==> config.mk <==
export PLATFORM = sky130hd
export DESIGN_NAME = fmac_seq_flat
export DESIGN_NICKNAME = d
export VERILOG_FILES = /design/src/rtl/fmac_pkg.sv /design/src/rtl/fmac_seq_if.sv /design/src/rtl/fmac_seq.sv /design/src/flat_wrapper.sv
export SDC_FILE = /design/constraint.sdc
export NUM_CORES = 1
export LEC_CHECK = 0
export CORE_MARGIN = 2
export CORE_UTILIZATION = 25
export CTS_BUF_LIST = sky130_fd_sc_hd__clkbuf_8
export CTS_CLUSTER_SIZE = 20
export DETAILED_ROUTE_END_ITERATION = 10
export HOLD_SLACK_MARGIN = 0.03
export MAX_ROUTING_LAYER = met4
export RECOVER_POWER = 100
export SLEW_MARGIN = 20
export SYNTH_ARGS = -nofsm -noshare
export SYNTH_HDL_FRONTEND = slang
export SYNTH_SLANG_ARGS = --single-unit
==> constraint.sdc <==
create_clock -name i_clk -period 9.8 [get_ports i_clk]
set_input_delay 1.47 -clock i_clk [delete_from_list [all_inputs] [get_ports i_clk]]
set_output_delay 1.47 -clock i_clk [all_outputs]
set_load 0.02 [all_outputs]
==> src/rtl/fmac_pkg.sv <==
// rtl/fmac_pkg.sv - shared constants and state type for the fmac unit and its sequencer
//   LANES / EXP_W / MAN_W / ACC_W : block-floating-point geometry
//   BLK_W                         : packed width of one 16-lane mantissa block
//   fmac_seq_state_t              : sequencer FSM states
package fmac_pkg;

    localparam int LANES = 16;
    localparam int EXP_W = 8;
    localparam int MAN_W = 4;
    localparam int ACC_W = 24;
    localparam int BLK_W = LANES * MAN_W;

    typedef enum logic [2:0] {
        ST_IDLE,
        ST_LOAD,
        ST_ISSUE,
        ST_WAIT,
        ST_DONE
    } fmac_seq_state_t;

endpackage

==> src/rtl/fmac_seq_if.sv <==
// rtl/fmac_seq_if.sv - bundle of job, operand stream, fmac and result signals of fmac_seq
//   job      : i_start, i_num_blk, o_busy
//   act/wgt  : i_*_valid, o_*_ready, i_*_E, i_*_M (lane i at [i*MAN_W+:MAN_W])
//   fmac     : o_mac_valid, o_mac_* operands, o_mac_prev_result_*, i_mac_result_*
//   result   : o_res_valid, i_res_ready, o_res_E, o_res_M
//   modports : slave = fmac_seq side, master = surrounding logic side
interface fmac_seq_if
    import fmac_pkg::*;
#(
    parameter int CNT_W = 8
) ();

    logic             i_start;
    logic [CNT_W-1:0] i_num_blk;
    logic             o_busy;

    logic             i_act_valid;
    logic             o_act_ready;
    logic [EXP_W-1:0] i_act_E;
    logic [BLK_W-1:0] i_act_M;

    logic             i_wgt_valid;
    logic             o_wgt_ready;
    logic [EXP_W-1:0] i_wgt_E;
    logic [BLK_W-1:0] i_wgt_M;

    logic             o_mac_valid;
    logic [EXP_W-1:0] o_mac_Act_E;
    logic [BLK_W-1:0] o_mac_Act_M;
    logic [EXP_W-1:0] o_mac_Weight_E;
    logic [BLK_W-1:0] o_mac_Weight_M;
    logic [EXP_W-1:0] o_mac_prev_result_E;
    logic [ACC_W-1:0] o_mac_prev_result_M;
    logic [EXP_W-1:0] i_mac_result_E;
    logic [ACC_W-1:0] i_mac_result_M;

    logic             o_res_valid;
    logic             i_res_ready;
    logic [EXP_W-1:0] o_res_E;
    logic [ACC_W-1:0] o_res_M;

    modport slave (
        input  i_start, i_num_blk,
        output o_busy,
        input  i_act_valid, i_act_E, i_act_M,
        output o_act_ready,
        input  i_wgt_valid, i_wgt_E, i_wgt_M,
        output o_wgt_ready,
        output o_mac_valid, o_mac_Act_E, o_mac_Act_M, o_mac_Weight_E, o_mac_Weight_M,
        output o_mac_prev_result_E, o_mac_prev_result_M,
        input  i_mac_result_E, i_mac_result_M,
        output o_res_valid, o_res_E, o_res_M,
        input  i_res_ready
    );

    modport master (
        output i_start, i_num_blk,
        input  o_busy,
        output i_act_valid, i_act_E, i_act_M,
        input  o_act_ready,
        output i_wgt_valid, i_wgt_E, i_wgt_M,
        input  o_wgt_ready,
        input  o_mac_valid, o_mac_Act_E, o_mac_Act_M, o_mac_Weight_E, o_mac_Weight_M,
        input  o_mac_prev_result_E, o_mac_prev_result_M,
        output i_mac_result_E, i_mac_result_M,
        input  o_res_valid, o_res_E, o_res_M,
        output i_res_ready
    );

endinterface

==> src/rtl/fmac_seq.sv <==
// rtl/fmac_seq.sv - job sequencer feeding one fmac block-floating-point MAC and accumulating its result
//   i_clk   : clock
//   i_reset : asynchronous active-high reset, discards any job in progress
//   bus     : fmac_seq_if.slave (job command, act/wgt block streams, fmac issue/result, final result)
//   FMAC_LAT: cycles from issue to valid fmac result (>=1); CNT_W: block-count width
module fmac_seq
    import fmac_pkg::*;
#(
    parameter int FMAC_LAT = 2,
    parameter int CNT_W    = 8
) (
    input  logic        i_clk,
    input  logic        i_reset,
    fmac_seq_if.slave   bus
);

    localparam int LAT_W = (FMAC_LAT > 1) ? $clog2(FMAC_LAT) : 1;

    fmac_seq_state_t  state;
    fmac_seq_state_t  state_nxt;

    logic [CNT_W-1:0] rem;
    logic [LAT_W-1:0] lat_cnt;
    logic [EXP_W-1:0] acc_e;
    logic [ACC_W-1:0] acc_m;
    logic [EXP_W-1:0] act_e;
    logic [BLK_W-1:0] act_m;
    logic [EXP_W-1:0] wgt_e;
    logic [BLK_W-1:0] wgt_m;

    logic             start_ok;
    logic             load_hs;
    logic             capture;

    logic             busy_c;
    logic             rdy_c;
    logic             mac_valid_c;
    logic             res_valid_c;

    // Both streams are consumed together so activation and weight blocks never drift apart.
    assign start_ok = (state == ST_IDLE) && bus.i_start;
    assign load_hs  = (state == ST_LOAD) && bus.i_act_valid && bus.i_wgt_valid;
    assign capture  = (state == ST_WAIT) && (lat_cnt == '0);

    always_ff @(posedge i_clk or posedge i_reset) begin
        if (i_reset) begin
            state <= ST_IDLE;
        end else begin
            state <= state_nxt;
        end
    end

    always_comb begin
        state_nxt = state;
        case (state)
            ST_IDLE: begin
                if (bus.i_start) begin
                    state_nxt = (bus.i_num_blk == '0) ? ST_DONE : ST_LOAD;
                end
            end
            ST_LOAD: begin
                if (load_hs) begin
                    state_nxt = ST_ISSUE;
                end
            end
            ST_ISSUE: begin
                state_nxt = ST_WAIT;
            end
            ST_WAIT: begin
                // rem==1 here means the block being captured is the last one.
                if (capture) begin
                    state_nxt = (rem == CNT_W'(1)) ? ST_DONE : ST_LOAD;
                end
            end
            ST_DONE: begin
                if (bus.i_res_ready) begin
                    state_nxt = ST_IDLE;
                end
            end
            default: begin
                state_nxt = ST_IDLE;
            end
        endcase
    end

    always_comb begin
        busy_c      = 1'b1;
        rdy_c       = 1'b0;
        mac_valid_c = 1'b0;
        res_valid_c = 1'b0;
        case (state)
            ST_IDLE:  busy_c      = 1'b0;
            ST_LOAD:  rdy_c       = bus.i_act_valid && bus.i_wgt_valid;
            ST_ISSUE: mac_valid_c = 1'b1;
            ST_DONE:  res_valid_c = 1'b1;
            default:  busy_c      = 1'b1;
        endcase
    end

    // Issue registers, accumulator and counters. Operands stay put from ISSUE
    // until the result is captured because they only reload on the next LOAD handshake.
    always_ff @(posedge i_clk or posedge i_reset) begin
        if (i_reset) begin
            rem     <= '0;
            lat_cnt <= '0;
            acc_e   <= '0;
            acc_m   <= '0;
            act_e   <= '0;
            act_m   <= '0;
            wgt_e   <= '0;
            wgt_m   <= '0;
        end else begin
            if (start_ok) begin
                rem   <= bus.i_num_blk;
                acc_e <= '0;
                acc_m <= '0;
            end

            if (load_hs) begin
                act_e <= bus.i_act_E;
                act_m <= bus.i_act_M;
                wgt_e <= bus.i_wgt_E;
                wgt_m <= bus.i_wgt_M;
            end

            if (state == ST_ISSUE) begin
                lat_cnt <= LAT_W'(FMAC_LAT - 1);
            end else if ((state == ST_WAIT) && (lat_cnt != '0)) begin
                lat_cnt <= lat_cnt - LAT_W'(1);
            end

            if (capture) begin
                acc_e <= bus.i_mac_result_E;
                acc_m <= bus.i_mac_result_M;
                rem   <= rem - CNT_W'(1);
            end
        end
    end

    assign bus.o_busy              = busy_c;
    assign bus.o_act_ready         = rdy_c;
    assign bus.o_wgt_ready         = rdy_c;
    assign bus.o_mac_valid         = mac_valid_c;
    assign bus.o_mac_Act_E         = act_e;
    assign bus.o_mac_Act_M         = act_m;
    assign bus.o_mac_Weight_E      = wgt_e;
    assign bus.o_mac_Weight_M      = wgt_m;
    assign bus.o_mac_prev_result_E = acc_e;
    assign bus.o_mac_prev_result_M = acc_m;
    assign bus.o_res_valid         = res_valid_c;
    assign bus.o_res_E             = acc_e;
    assign bus.o_res_M             = acc_m;

endmodule
==> src/flat_wrapper.sv <==
// flat-port wrapper written by rule: the top's interface ports become plain ports
module fmac_seq_flat import fmac_pkg::*;
#(
    parameter int FMAC_LAT = 2,
    parameter int CNT_W    = 8
)
  (i_clk, i_reset, bus_i_start, bus_i_num_blk, bus_o_busy, bus_i_act_valid, bus_i_act_E, bus_i_act_M, bus_o_act_ready, bus_i_wgt_valid, bus_i_wgt_E, bus_i_wgt_M, bus_o_wgt_ready, bus_o_mac_valid, bus_o_mac_Act_E, bus_o_mac_Act_M, bus_o_mac_Weight_E, bus_o_mac_Weight_M, bus_o_mac_prev_result_E, bus_o_mac_prev_result_M, bus_i_mac_result_E, bus_i_mac_result_M, bus_o_res_valid, bus_o_res_E, bus_o_res_M, bus_i_res_ready);
  fmac_seq_if #(.CNT_W(CNT_W)) bus_i ();
  input  logic i_clk;
  input  logic i_reset;
  input wire logic [$bits(bus_i.i_start)-1:0] bus_i_start;
  input wire logic [$bits(bus_i.i_num_blk)-1:0] bus_i_num_blk;
  output wire logic [$bits(bus_i.o_busy)-1:0] bus_o_busy;
  input wire logic [$bits(bus_i.i_act_valid)-1:0] bus_i_act_valid;
  input wire logic [$bits(bus_i.i_act_E)-1:0] bus_i_act_E;
  input wire logic [$bits(bus_i.i_act_M)-1:0] bus_i_act_M;
  output wire logic [$bits(bus_i.o_act_ready)-1:0] bus_o_act_ready;
  input wire logic [$bits(bus_i.i_wgt_valid)-1:0] bus_i_wgt_valid;
  input wire logic [$bits(bus_i.i_wgt_E)-1:0] bus_i_wgt_E;
  input wire logic [$bits(bus_i.i_wgt_M)-1:0] bus_i_wgt_M;
  output wire logic [$bits(bus_i.o_wgt_ready)-1:0] bus_o_wgt_ready;
  output wire logic [$bits(bus_i.o_mac_valid)-1:0] bus_o_mac_valid;
  output wire logic [$bits(bus_i.o_mac_Act_E)-1:0] bus_o_mac_Act_E;
  output wire logic [$bits(bus_i.o_mac_Act_M)-1:0] bus_o_mac_Act_M;
  output wire logic [$bits(bus_i.o_mac_Weight_E)-1:0] bus_o_mac_Weight_E;
  output wire logic [$bits(bus_i.o_mac_Weight_M)-1:0] bus_o_mac_Weight_M;
  output wire logic [$bits(bus_i.o_mac_prev_result_E)-1:0] bus_o_mac_prev_result_E;
  output wire logic [$bits(bus_i.o_mac_prev_result_M)-1:0] bus_o_mac_prev_result_M;
  input wire logic [$bits(bus_i.i_mac_result_E)-1:0] bus_i_mac_result_E;
  input wire logic [$bits(bus_i.i_mac_result_M)-1:0] bus_i_mac_result_M;
  output wire logic [$bits(bus_i.o_res_valid)-1:0] bus_o_res_valid;
  output wire logic [$bits(bus_i.o_res_E)-1:0] bus_o_res_E;
  output wire logic [$bits(bus_i.o_res_M)-1:0] bus_o_res_M;
  input wire logic [$bits(bus_i.i_res_ready)-1:0] bus_i_res_ready;
  assign bus_i.i_start = bus_i_start;
  assign bus_i.i_num_blk = bus_i_num_blk;
  assign bus_o_busy = bus_i.o_busy;
  assign bus_i.i_act_valid = bus_i_act_valid;
  assign bus_i.i_act_E = bus_i_act_E;
  assign bus_i.i_act_M = bus_i_act_M;
  assign bus_o_act_ready = bus_i.o_act_ready;
  assign bus_i.i_wgt_valid = bus_i_wgt_valid;
  assign bus_i.i_wgt_E = bus_i_wgt_E;
  assign bus_i.i_wgt_M = bus_i_wgt_M;
  assign bus_o_wgt_ready = bus_i.o_wgt_ready;
  assign bus_o_mac_valid = bus_i.o_mac_valid;
  assign bus_o_mac_Act_E = bus_i.o_mac_Act_E;
  assign bus_o_mac_Act_M = bus_i.o_mac_Act_M;
  assign bus_o_mac_Weight_E = bus_i.o_mac_Weight_E;
  assign bus_o_mac_Weight_M = bus_i.o_mac_Weight_M;
  assign bus_o_mac_prev_result_E = bus_i.o_mac_prev_result_E;
  assign bus_o_mac_prev_result_M = bus_i.o_mac_prev_result_M;
  assign bus_i.i_mac_result_E = bus_i_mac_result_E;
  assign bus_i.i_mac_result_M = bus_i_mac_result_M;
  assign bus_o_res_valid = bus_i.o_res_valid;
  assign bus_o_res_E = bus_i.o_res_E;
  assign bus_o_res_M = bus_i.o_res_M;
  assign bus_i.i_res_ready = bus_i_res_ready;
  fmac_seq #(.FMAC_LAT(FMAC_LAT), .CNT_W(CNT_W)) u_core (.i_clk(i_clk), .i_reset(i_reset), .bus(bus_i));
endmodule
==> results.txt <==
The core region is 0.0296 mm2. Counting flops and latches in the post-synthesis netlist gives 188. The effective utilization at floorplan is 0.254. The multiplexer area fraction after synthesis is 0.218, and the maximum clock frequency is 0.178 GHz. In this run the critical register-to-register path is captured at u_core.rem[2]$_DFFE_PP0P_. The tools report the maximum buffer depth of the clock tree as 2.

TritonCTS built the clock tree. Top metal layer carrying routed signals: met4. Dividing the detail-routed via count by the number of cells gives 4.23. The die covers 0.0316 mm2.

Layout filler cell count: 2826. Summed over all nets, the half-perimeter wirelength after detailed placement is 15800 um. The peak supply drop was 114 uV; the number of top-level pins was 403. The time the worst path needs with I/O delays and setup is 5.60 ns. Counting every net in the synthesized netlist gives 698. The clock tree synthesis step divided the H-tree into 4 levels.

The number of cells on the worst hold path works out to 1. For the required time reported for the critical path endpoint, the log shows 10.26 ns. Across the routed clock network, the largest skew measured is 0.0243 ns.

The complex-gate fraction of the synthesized area came out at 0.0607. At the pin with the least slew margin, the transition time is 5.29 ns. The logs give 4.20 ns for the slack of the critical path and 4.61 ns for the pre-CTS worst setup slack. Number of cells on the worst reg-to-reg path: 4. Setup violations remaining at the end of the flow were counted as 0. The final layout contains routed wiring with a total length of 21400 um.

Counting the buffers created by CTS gives 17. STA classifies the critical path endpoint as an async pin. For the post-synthesis sequential area ratio, the log shows 0.624. The sink count of the clock tree was 188. Routability-driven placement finished with a final weighted congestion of 0.727. The logs give 0.505 ns for the worst slack on hold paths and 0 for the total of cells resized after clock tree synthesis. The path class of the tightest hold or removal check is flip-flop to flip-flop. After clock tree synthesis, the setup repair step added 0 buffers. The nature of the critical path startpoint is a primary input.

The worst-case headroom to the max-slew limit is -2.53. After technology mapping, the gate count stands at 506. The total global-route track usage is 0.134. The run gives 0 as the number of warnings reported in the yosys synthesis log.

The post-synthesis share of cell area spent on xor and xnor gates was 0; the clock latency reported for the late side of the worst-skew pair was 0.46 ns. The area growth from synthesis to layout is 59.8%. The tools report the sink of the worst hold path as u_core.bus.o_mac_Weight_M[15]$_DFFE_PP0P_. The tools report the number of antenna violations at the first check in global routing as 0. The logs give 6.88 ns for the worst reg-to-reg setup slack and 0.00754 mm2 for the summed instance area of the synthesized netlist. The final-report max-slew violation count came out at 151. Detailed routing placed a total of 11000 um of wire on met2.

The most used flip-flop cell after synthesis is sky130_fd_sc_hd__dfrtp_1. After clock tree synthesis, the clock-pin slew on the worst setup and hold paths is 0.09 ns. The setup path with the least slack is of type primary input to async pin.

The first global-routing pass estimated 31700 um of wire. Detailed routing inserted a total of 5378 vias. The horizontal die dimension was 178 um; the largest net degree at the start of global routing was 129. For this block, wires on met1 add up to 9040 um.

After synthesis, the netlist uses 37 different library cells. Summed over all cells, the static leakage comes to 5.11 nW. Port buffer count: 402. For the remaining global-route overflow, the log shows 0. The largest family of logic cells by synthesized area is multiplexers.

In the detailed route, the total length drawn on met3 is 1080 um. Measured along the y axis, the die boundary spans 178 um. The flow ran to the end, but the final reports show violations.

Synthesized-area fraction occupied by and/or/nand/nor cells: 0.0307. The final reports fail on max-capacitance violations, max-slew violations. The number of antenna cells inserted is 0, and the routed length per placed instance is 16.8 um. Post-detailed-route count of antenna-violating nets: 0. Setup repair after global routing left no endpoint under its margin. The tools report the clock root buffer master as sky130_fd_sc_hd__clkbuf_8. The count of maximum capacitance violations was 2. The number of buffers added to fix hold violations after cts was 0; the synthesized area divided by synthesized cell count was 14.9 um2.

The maximum fanout count along the critical path is 115, and the share of flip-flops with an asynchronous set or reset is 1.00. The setup total negative slack came out at 0 ns. The run gives 0.00470 mm2 as the sequential cell area in the final layout. The leading cell type in the layout, fill and taps excluded is sky130_fd_sc_hd__dlygate4sd3_1.

At the worst endpoint, the arrival time is 6.06 ns. The final period utilization is 0.572, and the share of cells above drive strength 1 is 0.211. The iteration count of the initial detailed-routing pass came out at 4. The fraction of the mapped netlist area in adder cells was 0.00332; the final routed DRC violation total was 0. The tools report the number of DRC markers after the initial detailed-route iteration as 239.

For the number of rows in the core area, the log shows 63. The tools report the number of global-route vias before repair as 5447. The power density normalized to cell area was 306 mW/mm2. The count of final hold-check violations is 0. The top cell types in the final layout, fill and taps aside, are sky130_fd_sc_hd__dlygate4sd3_1, sky130_fd_sc_hd__dfrtp_1, sky130_fd_sc_hd__clkdlybuf4s50_1. The startpoint identified for the worst hold timing path is u_core.bus.o_mac_Weight_M[15]$_DFFE_PP0P_. Number of synthesized flops with an enable pin: 0. For the number of nets at the end of the flow, the log shows 1059. The worst register-to-register path begins at u_core.state[2]$_DFFE_PP0P_. The area used by multi-input combinational logic was 0.00237 mm2.
-- how the worst max path moves through the flow --
stage	from	endpoint	slack, ns	depth (start not counted)
after floorplan	i_reset	u_core.bus.o_mac_Act_E[0]$_DFFE_PP0P_	3.22	1
after global placement	bus_i_wgt_valid	bus_o_act_ready	4.63	5
after detailed placement	bus_i_wgt_valid	bus_o_act_ready	4.61	5
after CTS	bus_i_wgt_valid	bus_o_act_ready	4.61	5
after global routing	i_reset	u_core.bus.o_mac_prev_result_M[18]$_DFFE_PP0P_	3.11	3
final	i_reset	u_core.bus.o_mac_prev_result_M[18]$_DFFE_PP0P_	4.20	3
-- worst max-delay path: stages --
cell and delay, ns:
sky130_fd_sc_hd__dlygate4sd3_1 0.54, sky130_fd_sc_hd__clkinvlp_2 2.89, sky130_fd_sc_hd__buf_4 1.08
-- per-stage QoR --
stage                     std cells  cell area, um2  utilization  power (mW)
final                          1270           12100        0.407        3.69
after global routing           1270           12100        0.407        3.91
after CTS                      1270           12100        0.407        3.91
after detailed placement       1238           11700        0.394        3.35
after global placement         1238           11700        0.394        3.33
after floorplan                 506            7540            -        2.41
-- cell families after synthesis --
| group | Yosys count |
|---|---|
| buffers and inverters | 70 |
| DFF | 188 |
| adders and majority gates | 2 |
| AOI/OAI and AO/OA | 60 |
| and+or+nand+nor | 40 |
| muxes | 146 |
-- where the power goes --
part / internal [mW] / switching [mW] / leakage, nW
registers: 1.14 / 0.196 / 2.27
logic: 0.897 / 0.918 / 2.62
clock network: 0.216 / 0.321 / 0.210
-- Yosys cell counts (3+ instances only) --
library cell,n,share of area
sky130_fd_sc_hd__o21ai_0,6,0.0040
sky130_fd_sc_hd__mux2_2,145,0.22
sky130_fd_sc_hd__nor2_1,9,0.0045
sky130_fd_sc_hd__clkbuf_1,7,0.0035
sky130_fd_sc_hd__nand2_1,6,0.0030
sky130_fd_sc_hd__nor4_1,3,0.0025
sky130_fd_sc_hd__dfrtp_1,188,0.62
sky130_fd_sc_hd__buf_4,38,0.038
sky130_fd_sc_hd__a22o_1,29,0.034
sky130_fd_sc_hd__inv_1,6,0.0030
sky130_fd_sc_hd__buf_6,3,0.0045
sky130_fd_sc_hd__buf_8,3,0.0060
sky130_fd_sc_hd__a21oi_1,10,0.0066
sky130_fd_sc_hd__buf_2,13,0.0086
sky130_fd_sc_hd__a211oi_1,3,0.0030
sky130_fd_sc_hd__a22o_2,3,0.0040
sky130_fd_sc_hd__a311oi_1,3,0.0035
sky130_fd_sc_hd__nor3_1,7,0.0046
-- state kept, by name, summed over array words and instances (netlist names) --
signal,cells
u_core.bus.o_mac_Weight_E,8
u_core.bus.o_mac_prev_result_E,8
u_core.state,3
u_core.rem,8
u_core.bus.o_mac_Act_M,64
u_core.bus.o_mac_Weight_M,64
u_core.bus.o_mac_prev_result_M,24
u_core.bus.o_mac_Act_E,8
u_core.lat_cnt,1
-- metal layers --
layer	up-vias	global-route usage
li1	2506	-
met3	16	0.0259
met1	2674	0.165
met2	182	0.227
met4	0	0.0365
met5	-	-
-- layout make-up --
cell class,instances,area share
Sequential cell,188,0.390
Tap cell,390,0.0405
Multi-Input combinational cell,248,0.196
Clock inverter,15,0.0143
Inverter,6,0.00197
Timing Repair Buffer,406,0.337
Clock buffer,17,0.0194
(Power assumes the default switching activity.)
